`src/rtl/gate_selftest_ctrl.sv`:
```
// Built-in self-test sequencer for a 2-input OR/AND/XOR/XNOR gate unit.
// Walks the four operand vectors and accumulates sticky per-vector and per-gate mismatch flags.

module gate_selftest_ctrl #(
    parameter int DWELL = 4
) (
    input  logic       clk,
    input  logic       rst_n,
    input  logic       start,
    input  logic       abort,
    output logic       gate_a,
    output logic       gate_b,
    input  logic       gate_or,
    input  logic       gate_and,
    input  logic       gate_xor,
    input  logic       gate_xnor,
    output logic       busy,
    output logic       done,
    output logic       pass,
    output logic [1:0] vec_idx,
    output logic [3:0] err_mask,
    output logic [3:0] err_gate
);

    typedef enum logic [1:0] {
        ST_IDLE  = 2'd0,
        ST_APPLY = 2'd1,
        ST_CHECK = 2'd2,
        ST_DONE  = 2'd3
    } state_t;

    localparam logic [3:0] DWELL_LAST = 4'(DWELL - 1);

    // Reference gate results, bit order matches err_gate: {xnor, xor, and, or}.
    function automatic logic [3:0] gate_expect(input logic a, input logic b);
        return {~(a ^ b), a ^ b, a & b, a | b};
    endfunction

    state_t     state_r, state_nxt_s;
    logic [3:0] dwell_r, dwell_nxt_s;
    logic [1:0] vec_r, vec_nxt_s;
    logic [3:0] err_mask_r, err_mask_nxt_s;
    logic [3:0] err_gate_r, err_gate_nxt_s;
    logic       pass_r, pass_nxt_s;
    logic       done_r, done_nxt_s;
    logic       busy_r, busy_nxt_s;
    logic       gate_a_r, gate_a_nxt_s;
    logic       gate_b_r, gate_b_nxt_s;
    logic [3:0] mismatch_s;
    logic [3:0] mask_acc_s;
    logic       run_nxt_s;
    logic       in_run_s;
    logic       in_done_s;

    // Compare the gate unit against the reference for the vector currently held.
    always_comb begin
        mismatch_s = {gate_xnor, gate_xor, gate_and, gate_or} ^ gate_expect(vec_r[1], vec_r[0]);
        mask_acc_s = err_mask_r | ((|mismatch_s) ? (4'b0001 << vec_r) : 4'b0000);
    end

    // Next-state and next-output logic; abort leaves the sticky error bits untouched.
    always_comb begin
        state_nxt_s    = state_r;
        dwell_nxt_s    = dwell_r;
        vec_nxt_s      = vec_r;
        err_mask_nxt_s = err_mask_r;
        err_gate_nxt_s = err_gate_r;
        pass_nxt_s     = pass_r;

        case (state_r)
            ST_IDLE, ST_DONE: begin
                if (start && !abort) begin
                    state_nxt_s    = ST_APPLY;
                    dwell_nxt_s    = 4'd0;
                    vec_nxt_s      = 2'd0;
                    err_mask_nxt_s = 4'b0000;
                    err_gate_nxt_s = 4'b0000;
                    pass_nxt_s     = 1'b0;
                end else begin
                    state_nxt_s = state_r;
                end
            end
            ST_APPLY: begin
                if (abort) begin
                    state_nxt_s = ST_IDLE;
                    dwell_nxt_s = 4'd0;
                    vec_nxt_s   = 2'd0;
                    pass_nxt_s  = 1'b0;
                end else if (dwell_r == DWELL_LAST) begin
                    state_nxt_s = ST_CHECK;
                end else begin
                    dwell_nxt_s = dwell_r + 4'd1;
                end
            end
            ST_CHECK: begin
                if (abort) begin
                    state_nxt_s = ST_IDLE;
                    dwell_nxt_s = 4'd0;
                    vec_nxt_s   = 2'd0;
                    pass_nxt_s  = 1'b0;
                end else begin
                    err_mask_nxt_s = mask_acc_s;
                    err_gate_nxt_s = err_gate_r | mismatch_s;
                    if (vec_r == 2'd3) begin
                        state_nxt_s = ST_DONE;
                        pass_nxt_s  = (mask_acc_s == 4'b0000);
                    end else begin
                        state_nxt_s = ST_APPLY;
                        vec_nxt_s   = vec_r + 2'd1;
                        dwell_nxt_s = 4'd0;
                    end
                end
            end
            default: begin
                state_nxt_s = ST_IDLE;
                dwell_nxt_s = 4'd0;
                vec_nxt_s   = 2'd0;
                pass_nxt_s  = 1'b0;
            end
        endcase

        // Status and operands are registered from the next state so they line up with it.
        run_nxt_s    = (state_nxt_s == ST_APPLY) || (state_nxt_s == ST_CHECK);
        busy_nxt_s   = run_nxt_s;
        done_nxt_s   = (state_nxt_s == ST_DONE);
        gate_a_nxt_s = run_nxt_s ? vec_nxt_s[1] : 1'b0;
        gate_b_nxt_s = run_nxt_s ? vec_nxt_s[0] : 1'b0;
    end

    // State and output registers with synchronous active-low reset.
    always_ff @(posedge clk) begin
        if (!rst_n) begin
            state_r    <= ST_IDLE;
            dwell_r    <= 4'd0;
            vec_r      <= 2'd0;
            err_mask_r <= 4'b0000;
            err_gate_r <= 4'b0000;
            pass_r     <= 1'b0;
            done_r     <= 1'b0;
            busy_r     <= 1'b0;
            gate_a_r   <= 1'b0;
            gate_b_r   <= 1'b0;
        end else begin
            state_r    <= state_nxt_s;
            dwell_r    <= dwell_nxt_s;
            vec_r      <= vec_nxt_s;
            err_mask_r <= err_mask_nxt_s;
            err_gate_r <= err_gate_nxt_s;
            pass_r     <= pass_nxt_s;
            done_r     <= done_nxt_s;
            busy_r     <= busy_nxt_s;
            gate_a_r   <= gate_a_nxt_s;
            gate_b_r   <= gate_b_nxt_s;
        end
    end

    assign gate_a   = gate_a_r;
    assign gate_b   = gate_b_r;
    assign busy     = busy_r;
    assign done     = done_r;
    assign pass     = pass_r;
    assign vec_idx  = vec_r;
    assign err_mask = err_mask_r;
    assign err_gate = err_gate_r;

    assign in_run_s  = (state_r == ST_APPLY) || (state_r == ST_CHECK);
    assign in_done_s = (state_r == ST_DONE);

    gate_selftest_chk u_chk (
        .clk     (clk),
        .rst_n   (rst_n),
        .in_run  (in_run_s),
        .in_done (in_done_s),
        .busy    (busy_r),
        .done    (done_r),
        .pass    (pass_r)
    );

endmodule

// Status-consistency properties for gate_selftest_ctrl.
module gate_selftest_chk (
    input logic clk,
    input logic rst_n,
    input logic in_run,
    input logic in_done,
    input logic busy,
    input logic done,
    input logic pass
);

    a_busy_state: assert property (@(posedge clk) disable iff (!rst_n) busy == in_run);
    a_done_state: assert property (@(posedge clk) disable iff (!rst_n) done == in_done);
    a_busy_done:  assert property (@(posedge clk) disable iff (!rst_n) !(busy && done));
    a_pass_done:  assert property (@(posedge clk) disable iff (!rst_n) pass |-> done);

endmodule

```
`config.mk`:
```
export PLATFORM = sky130hd
export DESIGN_NAME = gate_selftest_ctrl
export DESIGN_NICKNAME = d
export VERILOG_FILES = /design/src/rtl/gate_selftest_ctrl.sv
export SDC_FILE = /design/constraint.sdc
export NUM_CORES = 1
export LEC_CHECK = 0
export ABC_CLOCK_PERIOD_IN_PS = 2300
export CAP_MARGIN = 25
export CORE_UTILIZATION = 43
export CTS_BUF_LIST = sky130_fd_sc_hd__clkbuf_4 sky130_fd_sc_hd__clkbuf_8 sky130_fd_sc_hd__clkbuf_16
export CTS_CLUSTER_SIZE = 25
export DETAILED_ROUTE_END_ITERATION = 12
export PLACE_DENSITY_LB_ADDON = 0.2
export SYNTH_ARGS = -nofsm -noshare
export SYNTH_HDL_FRONTEND = slang
export SYNTH_SLANG_ARGS = --single-unit
```
`constraint.sdc`:
```
create_clock -name clk -period 2.3 [get_ports clk]
set_input_delay 0.23 -clock clk [delete_from_list [all_inputs] [get_ports clk]]
set_output_delay 0.23 -clock clk [all_outputs]
set_load 0.005 [all_outputs]
```
# [After elaboration in Yosys (flattened, before gate mapping)]
# Cells that the tools add are included.
[word_totals] in_bits=8 n_memories=0 rom_bits=0 ram_bits=0 reg_bits=21 latchBits=0 out_inout_bits=15
[classes] n_addsub=2 shift=1 bitwise_logic=7 n_reduce_logical=12 eq_ne=14 div=0 mul=0 muxes=27 magnitude_cmp=0
[ops] operator="two-way mux 4 bit" count=8
[ops] operator="two-way mux 2 bit" count=9
[ops] operator="case mux 4 bit (2 select lines)" count=2
[ops] operator="case mux 2 bit (3 select lines)" count=2
[ops] operator="case mux 4 bit (3 select lines)" count=1
[ops] operator="== test 2 bit (second input constant)" count=5
[ops] operator="inequality test 3 bit (second input constant)" count=3
[ops] operator="AND reduction 3 bit" count=3
[ops] operator="bitwise OR 4 bit" count=2
[ops] operator="inequality test 2 bit (second input constant)" count=3
[ops] operator="adder 4 x 1 -> 4 bit (second input constant)" count=1
[ops] operator="== test 2 x 1 -> 1 bit (second input constant)" count=2
[ops] operator="== test 4 x 2 -> 1 bit (second input constant)" count=1
[ops] operator="logical NOT 4 bit" count=1
[ops] operator="two-way mux 1 bit" count=4
[ops] operator="OR reduction 4 bit" count=1
[ops] operator="<< shifter 1 x 2 -> 4 bit (first input constant)" count=1
[ops] operator="XOR 4 bit" count=1
[ops] operator="case mux 1 bit (3 select lines)" count=1
[ops] operator="adder 2 x 1 -> 2 bit (second input constant)" count=1
[ops] operator="logical NOT 2 bit" count=1
[ops] operator="AND reduction 2 bit" count=1
[ops] operator="nonzero test 2 bit" count=1
[ops] operator="OR reduction 2 bit" count=1
[ops] operator="other kinds (7)" count=7

# [Longest topological paths before layout]
[logic_depth] depth_word=10 ltp_mapped=9

# [Least setup slack after synthesis]
# OpenSTA, ideal clock, no wires.
[synth_path] kind="register -> register" start="register vec_r[0], in the netlist vec_idx[0]" end="register pass_r, in the netlist pass" stages_incl_launch_ff=7 period_less_slack_ns=1.992 setup_time_ns=0.059 setup_slack_ns=0.308 path_buffers=0 arrival_time_ns=1.934 t_required_ns=2.241 cell_sequence="dfxtp_1 -> inv_1 -> ha_1 -> xor2_1 -> or4b_4 -> or3_1 -> nand2_1"
[synth_via] elab_chain_cells=10
[synth_rtl] item="start: declaration" line_no="41" source="logic [1:0] vec_r, vec_nxt_s;"
[synth_rtl] item="start signal: assignment" line_no="146" source="vec_r <= vec_nxt_s;"
[synth_rtl] item="XOR 1 bit" line_no="36" source="return {~(a ^ b), a ^ b, a & b, a | b};"
[synth_rtl] item="NOT 1 bit" line_no="36"
[synth_rtl] item="XOR 4 bit" line_no="57" source="mismatch_s = {gate_xnor, gate_xor, gate_and, gate_or} ^ gate_expect(vec_r[1], vec_r[0]);"
[synth_rtl] item="OR reduction 4 bit" line_no="58" source="mask_acc_s = err_mask_r | ((|mismatch_s) ? (4'b0001 << vec_r) : 4'b0000);"
[synth_rtl] item="two-way mux 4 bit" line_no="58"
[synth_rtl] item="bitwise OR 4 bit" line_no="58"
[synth_rtl] item="logical NOT 4 bit" line_no="106" source="pass_nxt_s = (mask_acc_s == 4'b0000);"
[synth_rtl] item="two-way mux 1 bit" line_no="104" source="if (vec_r == 2'd3) begin"
[synth_rtl] item="two-way mux 1 bit" line_no="96" source="if (abort) begin"
[synth_rtl] item="case mux 1 bit (3 select lines)" line_no="70" source="case (state_r)"
[synth_rtl] item="end signal: assignment" line_no="149" source="pass_r <= pass_nxt_s;"
[synth_rtl] item="end: declaration" line_no="44" source="logic pass_r, pass_nxt_s;"
# Several ways; a longest one is shown, not always the timed one. The select of a mux whose other input is x is not followed.
# A chain may end at the register's enable or synchronous reset.

# [Worst setup path in the final report]
# Ends and elaborated chain as after synthesis.

==> flow_summary.ini <==
[placement]
pre_cts_ws_ps = 90.2
dpl.cell_count = 163
gp_congestion = 0.791
dpl.hpwl_mm = 1.66
portBuffers = 22

[logic_synthesis]
syn-cell-area_mm2 = 0.00102
synth_warnings = 0
async_flop_share_pct = 0
yosysSeqAreaShare_pct = 41.2
synth-seq-cells = 21
synth_cell_type_count = 34
synth-edff-count = 0
synth_cells = 113
synth_nets = 129
synthFlopType = dfxtp_1
avgSynthCellArea_um2 = 9.04

[sta]
setup_violations = 0
worst_pin_slew_ps = 469
max_slew_margin_pct = 68.6
max_clock_freq_mhz = 475
final.min_clock_period_ps = 2100
layout_setup_ws_ps = 195
timing.final.crit_share_pct = 91.5
clock_skew_ps = 0.944
slew_violations = 0
fin_tns_setup_ps = 0
rsz0062_at_grt = false
hold_viol_final = 0

[critical_path]
reg2regPathDepth = 6
crit_family = simple AND/OR/NAND/NOR gates
crit_chain = inv_1 -> ha_1 -> xor2_1 -> or4b_4 -> or3_1 -> nand2_1
path_max_fanout = 6
timing.rr.end = pass$_SDFFE_PN0P_
arrival_ps = 2360
r2r_slack_ps = 200
path_buf_inv = 1
setup.worst_path.class = flip-flop to flip-flop
critical_path_required_ps = 2560
cp_slowest_cell = or4b_4
crit_path_end_kind = flip-flop
crit_path_max_incr_delay_ps = 580
worstReg2RegStart = vec_idx[0]$_SDFF_PN0_
startpoint_type = flip-flop

[floorplan]
die_h_um = 50.7
fp.dieW_um = 50.7
start_util_pct = 45.7
io_pins = 23
core_area_mm2 = 0.00223
rows = 17
dieArea_mm2 = 0.00257

[detailed_routing]
drt_iter0_drc = 11
wirelength_mm = 2.20
via_per_inst = 5.36
drt-pass1-iter-count = 5
wire_per_inst_um = 13.2
postRouteAntennaNets = 0
post-route-drc-count = 0
via_count = 895

[cells_and_area]
final_common_cell = clkdlybuf4s50_1
area_growth_pct = 27.9
final_cell_mix = 22 x clkdlybuf4s50_1, 21 x dfxtp_1, 12 x nor2_1
nNetsFinal = 156
antenna_cells = 0
layoutNonFillerInstCount = 167
drive_gt1_share_pct = 8.63

[clocking]
cts_setup_buffers = 0
cts_made_buffers = 3
cts_tree = yes
cts_resized = 0
cts.sinks = 21
path_clk_slew_ps = 110
root_buffer = clkbuf_4
clock_path_buffers = 2
postCtsHoldBufs = 0
clock_latency_ps = 300
cts.htree.levels = 1

[global_route]
grt_pass1_wl_mm = 3.65
grt_pass1_vias = 854
grt_overflow = 0
grt_start_max_net_pins = 12
grt_antenna_before_repair = 0
grtUsageTotal_pct = 19.6

[hold_path]
holdPathEnd = dwell_r[1]$_SDFFE_PN0P_
hp-class = flip-flop to flip-flop
min_from = dwell_r[1]$_SDFFE_PN0P_
min_path_cells = 2

[pwr]
p_per_area_mw_per_mm2 = 520
peakVddDrop_uv = 392
p_leak_nw = 0.504

[run]
max_cap_viol_count = 0

[outcome]
status = complete, no violations
[metal layers]
| metal | up-vias | track usage [%] | routed length, um |
|---|---|---|---|
| li1 | 456 | - | - |
| met4 | 0 | 11.1 | 44 |
| met3 | 5 | 3.94 | 62 |
| met1 | 413 | 26.4 | 1120 |
| met2 | 21 | 28.9 | 969 |
| met5 | - | 0 | 0 |
[flip-flops by register name (all words and copies together), names as in the netlist]
| signal | count |
|---|---|
| dwell_r | 4 |
| err_gate | 4 |
| err_mask | 4 |
| state_r | 2 |
| vec_idx | 2 |
| busy | 1 |
| done | 1 |
| gate_a | 1 |
| gate_b | 1 |
| pass | 1 |
[worst reg2reg max path: stages (launching register included)]
cell	delay, ps
dfxtp_1	430
inv_1	90
ha_1	340
xor2_1	170
or4b_4	580
or3_1	380
nand2_1	70
[Yosys cell counts, drive strengths merged, types with 3 or more instances]
| master | count | area share [%] |
|---|---|---|
| a31oi | 5 | 3.1 |
| and2 | 3 | 1.8 |
| nand3 | 3 | 1.5 |
| ha | 8 | 9.8 |
| buf | 3 | 2.7 |
| dfxtp | 21 | 41 |
| xor2 | 3 | 2.6 |
| a21oi | 11 | 5.4 |
| nor2 | 12 | 4.4 |
| or3 | 3 | 1.8 |
| nand2 | 5 | 1.8 |
| inv | 9 | 3.3 |
| o21ai | 3 | 1.5 |
[through the flow]
stage,area [um2],power (mW),hold slack (ps),util (%)
after detailed placement,1270,0.496,463,56.9
after CTS,1300,0.684,488,58.3
after floorplan,1020,0.454,352,-
after global routing,1310,0.714,509,58.5
after global placement,1270,0.495,455,56.9
final,1310,0.679,484,58.5
[cell type report]
cell class                      instances  area, um2
Tap cell                               28       35.0
Fill cell                             209        927
Multi-Input combinational cell         80        544
Inverter                                9       33.8
Sequential cell                        21        420
Clock buffer                            4       30.0
Timing Repair Buffer                   25        243
[where the power goes]
group | switching (mW) | internal (mW)
logic | 0.0573 | 0.0535
registers | 0.00613 | 0.374
clock network | 0.109 | 0.0796
total | 0.172 | 0.507
[cell families after synthesis]
family / share of synthesized area [%]
and+or+nand+nor: 19.4
AOI/OAI and AO/OA: 19.2
DFF: 41.2
buffers and inverters: 6.00
adders and majority gates: 9.80
xor gates and xnor gates: 3.43
muxes: 0.980
[worst max path at each step]
stage / slack, ps / cells after the start / to / from
finish: 200 / 6 / pass$_SDFFE_PN0P_ / vec_idx[0]$_SDFF_PN0_
global route: 40 / 8 / gate_a$_SDFF_PN0_ / state_r[0]$_SDFF_PN0_
CTS: 180 / 8 / gate_b$_SDFF_PN0_ / state_r[0]$_SDFF_PN0_
detailed placement: 90 / 7 / gate_a$_SDFF_PN0_ / abort
global placement: 40 / 7 / gate_a$_SDFF_PN0_ / abort
floorplan: 310 / 6 / pass$_SDFFE_PN0P_ / vec_idx[0]$_SDFF_PN0_
Note: power is estimated with default switching activity, not from simulation.
